File: config.mk
export PLATFORM = sky130hd
export DESIGN_NAME = axi_cmd_master
export DESIGN_NICKNAME = d
export VERILOG_FILES = /design/src/rtl/axi_cmd_master.sv
export SDC_FILE = /design/constraint.sdc
export NUM_CORES = 1
export LEC_CHECK = 0
export CORE_ASPECT_RATIO = 1.4
export CORE_MARGIN = 2
export CORE_UTILIZATION = 34
export CTS_CLUSTER_DIAMETER = 60
export DETAILED_ROUTE_END_ITERATION = 16
export PLACE_DENSITY = 0.82
export SLEW_MARGIN = 20
export SYNTH_ARGS = -nofsm -noshare
export SYNTH_HDL_FRONTEND = slang
export SYNTH_SLANG_ARGS = --single-unit
File: constraint.sdc
create_clock -name ACLK -period 2.2 [get_ports ACLK]
set_clock_uncertainty 0.1 [all_clocks]
set_input_delay 0.55 -clock ACLK [delete_from_list [all_inputs] [get_ports ACLK]]
set_output_delay 0.55 -clock ACLK [all_outputs]
set_load 0.03 [all_outputs]
File: src/rtl/axi_cmd_master.sv
// AXI4 burst master: one command at a time, write beats from a stream, read beats to a stream.
// Optional statistics counters are enabled with `define AXI_MST_STATS_EN.
module axi_cmd_master #(
  parameter int DATA_WIDTH = 32,
  parameter int ADDR_WIDTH = 16
) (
  input  logic                  ACLK,
  input  logic                  ARESETn,
  input  logic                  cmd_valid,
  output logic                  cmd_ready,
  input  logic                  cmd_write,
  input  logic [ADDR_WIDTH-1:0] cmd_addr,
  input  logic [7:0]            cmd_len,
  input  logic [2:0]            cmd_size,
  input  logic [DATA_WIDTH-1:0] wr_data,
  input  logic                  wr_valid,
  output logic                  wr_ready,
  output logic [DATA_WIDTH-1:0] rd_data,
  output logic                  rd_valid,
  input  logic                  rd_ready,
  output logic                  rd_last,
  output logic                  done,
  output logic [1:0]            done_resp,
  output logic [ADDR_WIDTH-1:0] AWADDR,
  output logic [7:0]            AWLEN,
  output logic [2:0]            AWSIZE,
  output logic                  AWVALID,
  input  logic                  AWREADY,
  output logic [DATA_WIDTH-1:0] WDATA,
  output logic                  WLAST,
  output logic                  WVALID,
  input  logic                  WREADY,
  input  logic [1:0]            BRESP,
  input  logic                  BVALID,
  output logic                  BREADY,
  output logic [ADDR_WIDTH-1:0] ARADDR,
  output logic [7:0]            ARLEN,
  output logic [2:0]            ARSIZE,
  output logic                  ARVALID,
  input  logic                  ARREADY,
  input  logic [DATA_WIDTH-1:0] RDATA,
  input  logic [1:0]            RRESP,
  input  logic                  RLAST,
  input  logic                  RVALID,
  output logic                  RREADY,
`ifdef AXI_MST_STATS_EN
  output logic [15:0]           stat_wr_cnt,
  output logic [15:0]           stat_rd_cnt,
  output logic [15:0]           stat_err_cnt,
`endif
  output logic [2:0]            dbg_state
);

  // Handshakes: a transfer happens on a rising edge where valid and ready are both high;
  // valid, once raised, holds its payload stable until that edge.
  localparam logic [2:0] MAX_SIZE = 3'($clog2(DATA_WIDTH/8));

  typedef enum logic [2:0] {S_IDLE, S_AW, S_W, S_B, S_AR, S_R} state_t;

  state_t                state;
  logic [ADDR_WIDTH-1:0] addr_q;
  logic [7:0]            len_q;
  logic [2:0]            size_q;
  logic [7:0]            beat_cnt;
  logic [1:0]            sticky;
  logic [1:0]            resp_max;

  assign AWADDR    = addr_q;
  assign AWLEN     = len_q;
  assign AWSIZE    = size_q;
  assign ARADDR    = addr_q;
  assign ARLEN     = len_q;
  assign ARSIZE    = size_q;
  assign dbg_state = state;

  // Data channels pass straight through, but only while their phase is active.
  assign WVALID   = (state == S_W) && wr_valid;
  assign WDATA    = (state == S_W) ? wr_data : '0;
  assign wr_ready = (state == S_W) && WREADY;
  assign WLAST    = (state == S_W) && (beat_cnt == len_q);
  assign RREADY   = (state == S_R) && rd_ready;
  assign rd_valid = (state == S_R) && RVALID;
  assign rd_data  = (state == S_R) ? RDATA : '0;
  assign rd_last  = (state == S_R) && RLAST;
  assign resp_max = (RRESP > sticky) ? RRESP : sticky;

`ifdef AXI_MST_STATS_EN
  logic write_q;
`endif

  always_ff @(posedge ACLK or negedge ARESETn) begin
    if (!ARESETn) begin
      state     <= S_IDLE;
      cmd_ready <= 1'b0;
      addr_q    <= '0;
      len_q     <= '0;
      size_q    <= '0;
      beat_cnt  <= '0;
      sticky    <= '0;
      AWVALID   <= 1'b0;
      ARVALID   <= 1'b0;
      BREADY    <= 1'b0;
      done      <= 1'b0;
      done_resp <= '0;
`ifdef AXI_MST_STATS_EN
      write_q   <= 1'b0;
`endif
    end else begin
      done <= 1'b0;
      case (state)
        S_IDLE: begin
          cmd_ready <= 1'b1;
          if (cmd_valid && cmd_ready) begin
            addr_q   <= cmd_addr;
            len_q    <= cmd_len;
            size_q   <= cmd_size;
            beat_cnt <= '0;
            sticky   <= '0;
`ifdef AXI_MST_STATS_EN
            write_q  <= cmd_write;
`endif
            if (cmd_size > MAX_SIZE) begin
              done      <= 1'b1;
              done_resp <= 2'b10;
            end else begin
              cmd_ready <= 1'b0;
              if (cmd_write) begin
                AWVALID <= 1'b1;
                state   <= S_AW;
              end else begin
                ARVALID <= 1'b1;
                state   <= S_AR;
              end
            end
          end
        end
        S_AW: if (AWREADY) begin
          AWVALID <= 1'b0;
          state   <= S_W;
        end
        S_W: if (WVALID && WREADY) begin
          if (WLAST) begin
            BREADY <= 1'b1;
            state  <= S_B;
          end else begin
            beat_cnt <= beat_cnt + 8'd1;
          end
        end
        S_B: if (BVALID) begin
          BREADY    <= 1'b0;
          done      <= 1'b1;
          done_resp <= BRESP;
          cmd_ready <= 1'b1;
          state     <= S_IDLE;
        end
        S_AR: if (ARREADY) begin
          ARVALID <= 1'b0;
          state   <= S_R;
        end
        S_R: if (RVALID && RREADY) begin
          sticky <= resp_max;
          if (RLAST) begin
            done      <= 1'b1;
            done_resp <= resp_max;
            cmd_ready <= 1'b1;
            state     <= S_IDLE;
          end
        end
        default: state <= S_IDLE;
      endcase
    end
  end

`ifdef AXI_MST_STATS_EN
  // Counters follow the done pulse by one cycle and saturate rather than wrap.
  always_ff @(posedge ACLK or negedge ARESETn) begin
    if (!ARESETn) begin
      stat_wr_cnt  <= '0;
      stat_rd_cnt  <= '0;
      stat_err_cnt <= '0;
    end else if (done) begin
      if (write_q && stat_wr_cnt != 16'hFFFF) stat_wr_cnt <= stat_wr_cnt + 16'd1;
      if (!write_q && stat_rd_cnt != 16'hFFFF) stat_rd_cnt <= stat_rd_cnt + 16'd1;
      if (done_resp != 2'b00 && stat_err_cnt != 16'hFFFF) stat_err_cnt <= stat_err_cnt + 16'd1;
    end
  end
`endif

endmodule

==> flow_summary.toml, run 1 <==
[critical_path]
critPathLaunchType = "flop"
crit_family = "simple AND/OR/NAND/NOR gates"
cp.required_ps = 1550
crit_path_end_kind = "primary output"
cp.arrival_ps = 1540
critPathMaxStageDelay_ps = 440
path_max_fanout = 4
slowest_stage = "dfrtp_2"
path_cells = "xnor2_2 > nand4_2 > nor2_4 > and3_4 > buf_12"
path_buf_inv = 1
path_class = "reg2out"

[synthesis]
ys.flop_type = "dfrtp_1"
syn-instance-count = 374
syn_avg_cell_area_um2 = 8.263
yosys.area.top_type_share = 0.3806
synth_warnings = 0
syn-cell-area_um2 = 3090
syn-num-nets = 485
yosys_register_bits = 47
yosys.area.top_type = "dfrtp_1"
synth.yosys.seq_area_share = 0.3806
async_reset_ff_frac = 1.000
ys_types = 48
synth_enable_flop_cells = 0
synth.area.top_cells = "dfrtp_1 (38%), nand2_1 (12%), and2_1 (7.3%), and3_1 (7.3%), buf_4 (6.8%)"

[clocking]
clk_path_buf_depth = 2
hold_buffers = 0
clkTransAtPathRegs_ps = 70
root_buffer = "clkbuf_16"
cts_buffers = 5
clock_latency_ps = 290
cts_tree = "yes"
cts.sinks = 47
htreeDepth = 2

[timing]
timing.slew.headroom = 0.7761
fmax_ghz = 0.4568
tightest_slew_ps = 334.7
holdWs_ps = 129.4
hold_viol = 0
final_max_slew_viol_count = 0
setup_tns_ps = 0
fin_crit_sh = 0.9950
postLayoutSetupSlackWorst_ps = 10.89
period_needed_ps = 2189
rsz0062_at_grt = "true"
setup_viol = 0

[cells_and_area]
final_area_um2 = 5791
final_cells = 717
final_cell_mix = "clkdlybuf4s50_1 (164), buf_4 (101), nand2_1 (96)"
final_util = 0.6487
drive_gt1_frac = 0.3000
fin_nets = 720
final_common_cell = "clkdlybuf4s50_1"
fillCellCount = 743
diodes = 0
syn_to_final_growth_pct = 87.37

[grt]
grt_use_met2 = 0.3837
grt_first_pass_wirelength_um = 16050
gr-total-overflow = 0
grt_max_degree = 48
grtUsageMet3 = 0.04909
grt_use_total = 0.2007
top_usage_layer = "met2"
met1_usage = 0.2238
antenna_found_initial = 0
grt_pass1_vias = 3332

[power]
power_leakage_nw = 2.863
total_power_mw = 7.377
power_density_nw_per_um2 = 1274
max-vdd-ir-drop_uv = 1031

[routing]
viasPerCell = 4.763
drt_iter0_markers = 151
wl_per_cell_um = 14.79
drt_wl_total_um = 10600
ant_nets = 0
first_pass_iters = 4
num_vias = 3415
drc = 0

[die]
die_x_um = 84.58
die_area_um2 = 9879
io_pins = 241
die_h_um = 116.8
rows = 41
core_area_um2 = 8926
initial_utilization = 0.3462

[run]
drv_cap = 0

[placed_design]
gp_congestion = 0.8317
dp_slack_ps = -250.1
io_buffers = 240
post_dp_cell_area_um2 = 5419
dp_hpwl_um = 8213
dp.cells = 694

[worst_hold_path]
hold_path_class = "in2async"

[outcome]
status = "finished, final reports clean"
## registers in the layout (all words and copies together) (netlist names)
| name | cells |
|---|---|
| ARADDR | 16 |
| ARLEN | 8 |
| ARSIZE | 3 |
| ARVALID | 1 |
| AWVALID | 1 |
| BREADY | 1 |
| beat_cnt | 8 |
| cmd_ready | 1 |
| dbg_state | 3 |
| done | 1 |
| done_resp | 2 |
| sticky | 2 |
## cell families (layout without fill, tap and decap cells)
group	count (synthesis)	after routing	share of synthesized area
xor+xnor	8	8	0.02267
simple gates	211	211	0.3486
buf+inv	57	293	0.1138
fa+ha+maj	4	4	0.01619
flops	47	47	0.3806
mux	5	5	0.01700
compound gates	42	42	0.1012
## power breakdown
group	switching, mW	internal [mW]
clock network	0.342	0.454
registers	0.350	1.23
logic	2.82	2.18
## synth_stat cells, drive strengths merged (4+ instances only)
master  count
and3       37
nand3       9
dfrtp      47
nand4       5
nor3        4
o21ai      11
inv         7
and2       36
nand2      96
xnor2       8
ha          4
nor2       17
clkbuf     19
buf        31
a21oi       8
## path summary, 6_finish.rpt
path / end / slack, ps / depth (start not counted) / start
worst max-delay path: WLAST / 10 / 5 / ARLEN[0]
worst min-delay path: ARADDR[4] / 130 / 2 / ARESETn
worst max register to register: beat_cnt[7] / 310 / 6 / dbg_state[1]
worst min register to register: ARADDR[11] / 400 / 2 / ARADDR[11]
min in group ACLK: ARADDR[11] / 400 / 2 / ARADDR[11]
max in group asynchronous: ARLEN[0] / 1610 / 2 / ARESETn
## final cells by class
class	count	area [µm²]	share of cell area
Multi-Input combinational cell	270	1680	0.2902
Timing Repair Buffer	278	2608	0.4503
Clock buffer	6	138.9	0.02398
Sequential cell	47	1187	0.2051
Inverter	7	26.28	0.004538
Clock inverter	2	16.27	0.002809
Tap cell	107	133.9	0.02312
## worst register-to-register path, cell delays in order (launching register included)
cell and delay [ps]:
dfrtp_2 450, buf_4 160, nand3_2 110, a2111oi_4 410
nand4_2 160, a22o_1 220, a21o_1 170
## repair_timing
action,in CTS,in global routing
buffers inserted,4,10
cloned,0,1
pin swaps,3,4
gates resized for setup,7,21
setup endpoints to repair,36,62
## routing by layer
metal | part of all wire | vias to the layer above
li1 | - | 1685
met1 | 0.37 | 1563
met2 | 0.55 | 157
met3 | 0.071 | 10
met4 | 0.010 | 0
met5 | 0 | -
No activity file was read; power rests on OpenSTA's default activity.
==> run 2: changes to the inputs <==
- PLACE_DENSITY: 0.82 -> unset
- PLACE_DENSITY_LB_ADDON: unset -> 0.05
==> flow_summary.toml, run 2 (same netlist as run 1, synthesis figures left out) <==
[cells_and_area]
final_util = 0.6556
fin_nets = 719
final_common_cell = "clkdlybuf4s50_1"
largest_reg_flops = 16
drive_gt1_frac = 0.2824
final_cells = 719
syn_to_final_growth_pct = 89.35
final_cell_mix = "clkdlybuf4s50_1 (166), nand2_1 (96), buf_4 (95)"
fillCellCount = 748

[grt]
grt_first_pass_wirelength_um = 16930
grt_max_degree = 48
gr-total-overflow = 0
grt_use_total = 0.2141
grt_pass1_vias = 3389
antenna_found_initial = 1

[clocking]
cts.sinks = 47
hold_buffers = 0
clock_latency_ps = 290
cts_buffers = 5
clkTransAtPathRegs_ps = 60
cts_tree = "yes"
root_buffer = "clkbuf_16"
htreeDepth = 2
clk_path_buf_depth = 2

[critical_path]
critPathLaunchType = "flop"
cp.arrival_ps = 1590
crit_path_end_kind = "primary output"
path_class = "reg2out"
cp.required_ps = 1550
r2r_setup_slack_ps = 220
path_max_fanout = 4
worst_r2r_endpoint = "beat_cnt[7]"
reg2reg_depth = 6
r2r-start = "dbg_state[1]"

[routing]
drc = 0
wl_per_cell_um = 14.90
first_pass_iters = 4
dr_wl_met2_um = 5296
drt_iter0_markers = 125
ant_nets = 0
highest_layer = "met4"
drt_wl_total_um = 10710
num_vias = 3458
viasPerCell = 4.809
routed-wl-met3_um = 1052
met1_length_um = 4219

[timing]
fmax_ghz = 0.4472
postLayoutSetupSlackWorst_ps = -36.37
setup_tns_ps = -36.37
setup_viol = 1
final_max_slew_viol_count = 0
timing.slew.headroom = 0.5969
holdWs_ps = 249.6
rsz0062_at_grt = "true"
tightest_slew_ps = 604.7
hold_viol = 0
fin_crit_sh = 1.017
period_needed_ps = 2236

[placed_design]
io_buffers = 240
gp_congestion = 0.8800
dp.cells = 694
dp_hpwl_um = 8454
dp_slack_ps = -192.9

[die]
initial_utilization = 0.3462
die_x_um = 84.58
die_h_um = 116.8
rows = 41
die_area_um2 = 9879
io_pins = 241
core_area_um2 = 8926

[run]
drv_cap = 0

[outcome]
status = "complete, but fails checks"
violations = "setup timing"

[worst_hold_path]
hold_path_class = "in2async"

[power]
max-vdd-ir-drop_uv = 892.0
power_leakage_nw = 2.851
power_density_nw_per_um2 = 1295
-- run 2: final cells by class --
type                            count  area, µm²  share of cell area
Multi-Input combinational cell    270       1655              0.2829
Clock inverter                      2      60.06             0.01026
Antenna cell                        3      7.507            0.001283
Sequential cell                    47       1182              0.2021
Tap cell                          107      133.9             0.02288
Timing Repair Buffer              277       2658              0.4541
Inverter                            7      26.28            0.004490
Clock buffer                        6      128.9             0.02202
-- run 2: worst max-delay path, cell delays in order (launching register included) --
cell and delay [ps]:
dfrtp_1 390, xnor2_1 160, nand4_1 240, nor2_4 180
and3_4 200, buf_6 130
-- run 2: worst max path at each step --
stage | slack [ps] | startpoint | cells past startpoint | to
4_1_cts | -50 | ARLEN[4] | 5 | WLAST
3_3_place_gp | -170 | RRESP[0] | 8 | done_resp[0]
6_report | -40 | ARLEN[4] | 5 | WLAST
2_1_floorplan | 30 | dbg_state[2] | 5 | rd_data[10]
3_5_place_dp | -190 | RRESP[1] | 7 | done_resp[0]
5_1_grt | -140 | ARLEN[5] | 5 | WLAST
-- run 2: per-stage QoR --
stage                     cell area [µm²]  power, mW
after floorplan                      3129      4.602
after global placement               5482      6.385
after detailed placement             5482      6.448
after CTS                            5777      7.565
after global routing                 5844      8.033
final                                5852      7.580
-- run 2: timing repair --
action,4_1_cts,5_1_grt
setup endpoints to repair,40,47
pin swaps,7,0
resized for setup,11,4
buffers inserted,9,5
-- run 2: report_power, final --
part | internal [mW] | total, mW | switching [mW]
clock | 0.652 | 0.975 | 0.323
sequential | 1.22 | 1.52 | 0.305
combinational | 2.21 | 5.08 | 2.87
total | 4.08 | 7.58 | 3.50
-- run 2: layer usage --
layer / global-route usage / vias to the layer above
met3: 0.06802 / 7
met1: 0.2666 / 1589
met2: 0.3612 / 166
li1: - / 1696
met5: 0 / -
met4: 0.05714 / 0
==> RTL change, RTL diff (flow settings as in run 1) <==
Change the parameter `ADDR_WIDTH` from 16 to 17.
--- a/src/rtl/axi_cmd_master.sv
+++ b/src/rtl/axi_cmd_master.sv
@@ -2,7 +2,7 @@
 // Optional statistics counters are enabled with `define AXI_MST_STATS_EN.
 module axi_cmd_master #(
   parameter int DATA_WIDTH = 32,
-  parameter int ADDR_WIDTH = 16
+  parameter int ADDR_WIDTH = 17
 ) (
   input  logic                  ACLK,
   input  logic                  ARESETn,
Interface: changed (resized ARADDR, AWADDR and cmd_addr); port bits go from 241 to 244. No check against the original RTL was run, so the function may have changed too.
==> RTL change against run 1 <==
The run now ends with negative setup slack left; area after synthesis is 0.28% lower; global-route usage is 0.86 points higher; cell area is 7.5% higher; total power is 10% higher; critical path depth stayed put; setup slack worse by 0.11 ns; via count is 4.7% higher; wire length is 8.5% higher; sequential cell count is 1 higher; combinational power is 13% higher; highest routed layer unchanged.
==> RTL change: results (changes against run 1) <==
Final layout
  – Largest register FFs: 17 (was 16)
  – Final Net Count: 733 (was 720)
  – Layout cell share with drive strength beyond 1: 34.1% (was 30.0%)

Clock network
  – Post-CTS Setup Bufs: 11 (was 4)
  – Number of resized instances in the post-cts repair step: 73 (was 7)
  – Root Buffer: clkbuf_16 (unchanged)

Power and ir drop
  – Leak: 2.94 nW (was 2.86 nW)
  – Peak VDD IR: 0.759 mV (was 1.03 mV)

Timing
  – Post-route setup slack: -0.0972 ns (was 0.0109 ns)
  – Worst-margin pin slew: 0.320 ns (was 0.335 ns)
  – Endpoints failing setup: 35 (was 0)
  – Min Hold Slack: 0.0386 ns (was 0.129 ns)

GRT
  – Routing usage on met1: 23.0% (was 22.4%)
  – First-pass GRT wire length: 16700 µm (was 16000 µm)
  – All-layer global routing usage: 20.9% (was 20.1%)
  – Vias in the first global route: 3508 (was 3332)
  – Initial antenna violation count: 0 (unchanged)
  – Grt met3 use: 4.59% (was 4.91%)
  – Largest net degree at the start of global routing: 37 (was 48)
  – Grt met2 use: 39.3% (was 38.4%)

Setup path
  – Worst r2r dst: beat_cnt[6] (was beat_cnt[7])
  – Worst R2R Setup Slack: 0.10 ns (was 0.31 ns)
  – Worst EP arrival: 1.65 ns (was 1.54 ns)
  – Crit path from: dbg_state[0] (was ARLEN[0])
  – Worst Reg-to-Reg Cells: 7 (was 6)
  – Critical Path End: WDATA[1] (was WLAST)
  – CP Max Fanout: 9 (was 4)
  – CP max stage cell: dfrtp_2 (unchanged)

Logic synthesis
  – Synthesized Nets: 483 (was 485)
  – Synth area leaders: dfrtp_1 39%, and2_1 14%, nand2_1 12% (was dfrtp_1 38%, nand2_1 12%, and2_1 7.3%)
  – Most frequent cells after synthesis: 97 x nand2_1, 69 x and2_1, 48 x dfrtp_1 (was 96 x nand2_1, 47 x dfrtp_1, 36 x and2_1, 36 x and3_1, 28 x buf_4)
  – Seq/Total Area, Yosys: 39.0% (was 38.1%)
  – Synth unique cells: 49 (was 48)
  – Syn Area/Cell: 8.31 µm² (was 8.26 µm²)

Route
  – Vias per inst: 4.91 (was 4.76)
  – Final wirelength: 11500 µm (was 10600 µm)
  – WL/cell: 15.8 µm (was 14.8 µm)
  – Violation count after the first detailed-route iteration: 128 (was 151)

Status
  – Status: complete, but fails checks (was finished, final reports clean)
  – Failing checks: negative setup slack

Place
  – Dpl hpwl: 8040 µm (was 8210 µm)
  – Routability congestion estimate: 0.853 (was 0.832)
  – Placed instance area: 0.00546 mm² (was 0.00542 mm²)
  – Port-buffer cells: 243 (was 240)
  – Placed cells: 701 (was 694)
  – Pre-CTS setup slack: -0.259 ns (was -0.250 ns)

Hold path
  – Worst Hold Class: in2async (unchanged)
-- RTL change: changes by cell type in the layout (fill, tap and decap cells not counted), moves of 5 or more --
cell,run 1,this run
clkdlybuf4s50_1,164,169
dfrtp_1,38,44
and3_1,35,4
xnor2_2,7,0
buf_6,2,57
and2_4,0,34
xor2_1,0,7
dfrtp_2,9,4
nor2_1,13,8
buf_4,101,48
-- RTL change: metal layers --
| metal | part of all wire, % | routed length [µm] |
|---|---|---|
| met2 | 56 | 6400 |
| met1 | 35 | 4010 |
| met5 | 0 | 0 |
| met4 | 2.5 | 286 |
| met3 | 7.0 | 806 |
-- RTL change: logic make-up after synthesis --
kind of cell,share of synthesized area [%]
compound gates,8.45
xor+xnor,2.27
fa+ha+maj,1.62
buf+inv,11.2
flops,39.0
mux,1.06
simple gates,36.4
-- RTL change: metrics by stage --
step,utilization (%),setup TNS [ns]
floorplan,-,0
global placement,61.2,-0.580
detailed placement,61.2,-0.878
CTS,67.2,-1.41
global route,69.8,-4.82
finish,69.8,-2.57
-- RTL change: layout make-up --
type	instances	area, µm²
Timing Repair Buffer	290	2980
Tap cell	107	134
Clock inverter	2	38.8
Sequential cell	48	1210
Inverter	9	33.8
Multi-Input combinational cell	267	1690
Clock buffer	6	139
Fill cell	697	2700
-- RTL change: worst register-to-register path, stage by stage (launching register included) --
cell	delay, ns
dfrtp_1	0.39
buf_8	0.13
buf_4	0.18
nand3b_1	0.23
a31oi_1	0.33
nand4_1	0.19
or3_1	0.34
a21oi_1	0.15
-- RTL change: where the power goes --
| part | switching (mW) | internal [mW] |
|---|---|---|
| Clock | 0.319 | 0.569 |
| Combinational | 3.05 | 2.61 |
| Sequential | 0.325 | 1.24 |
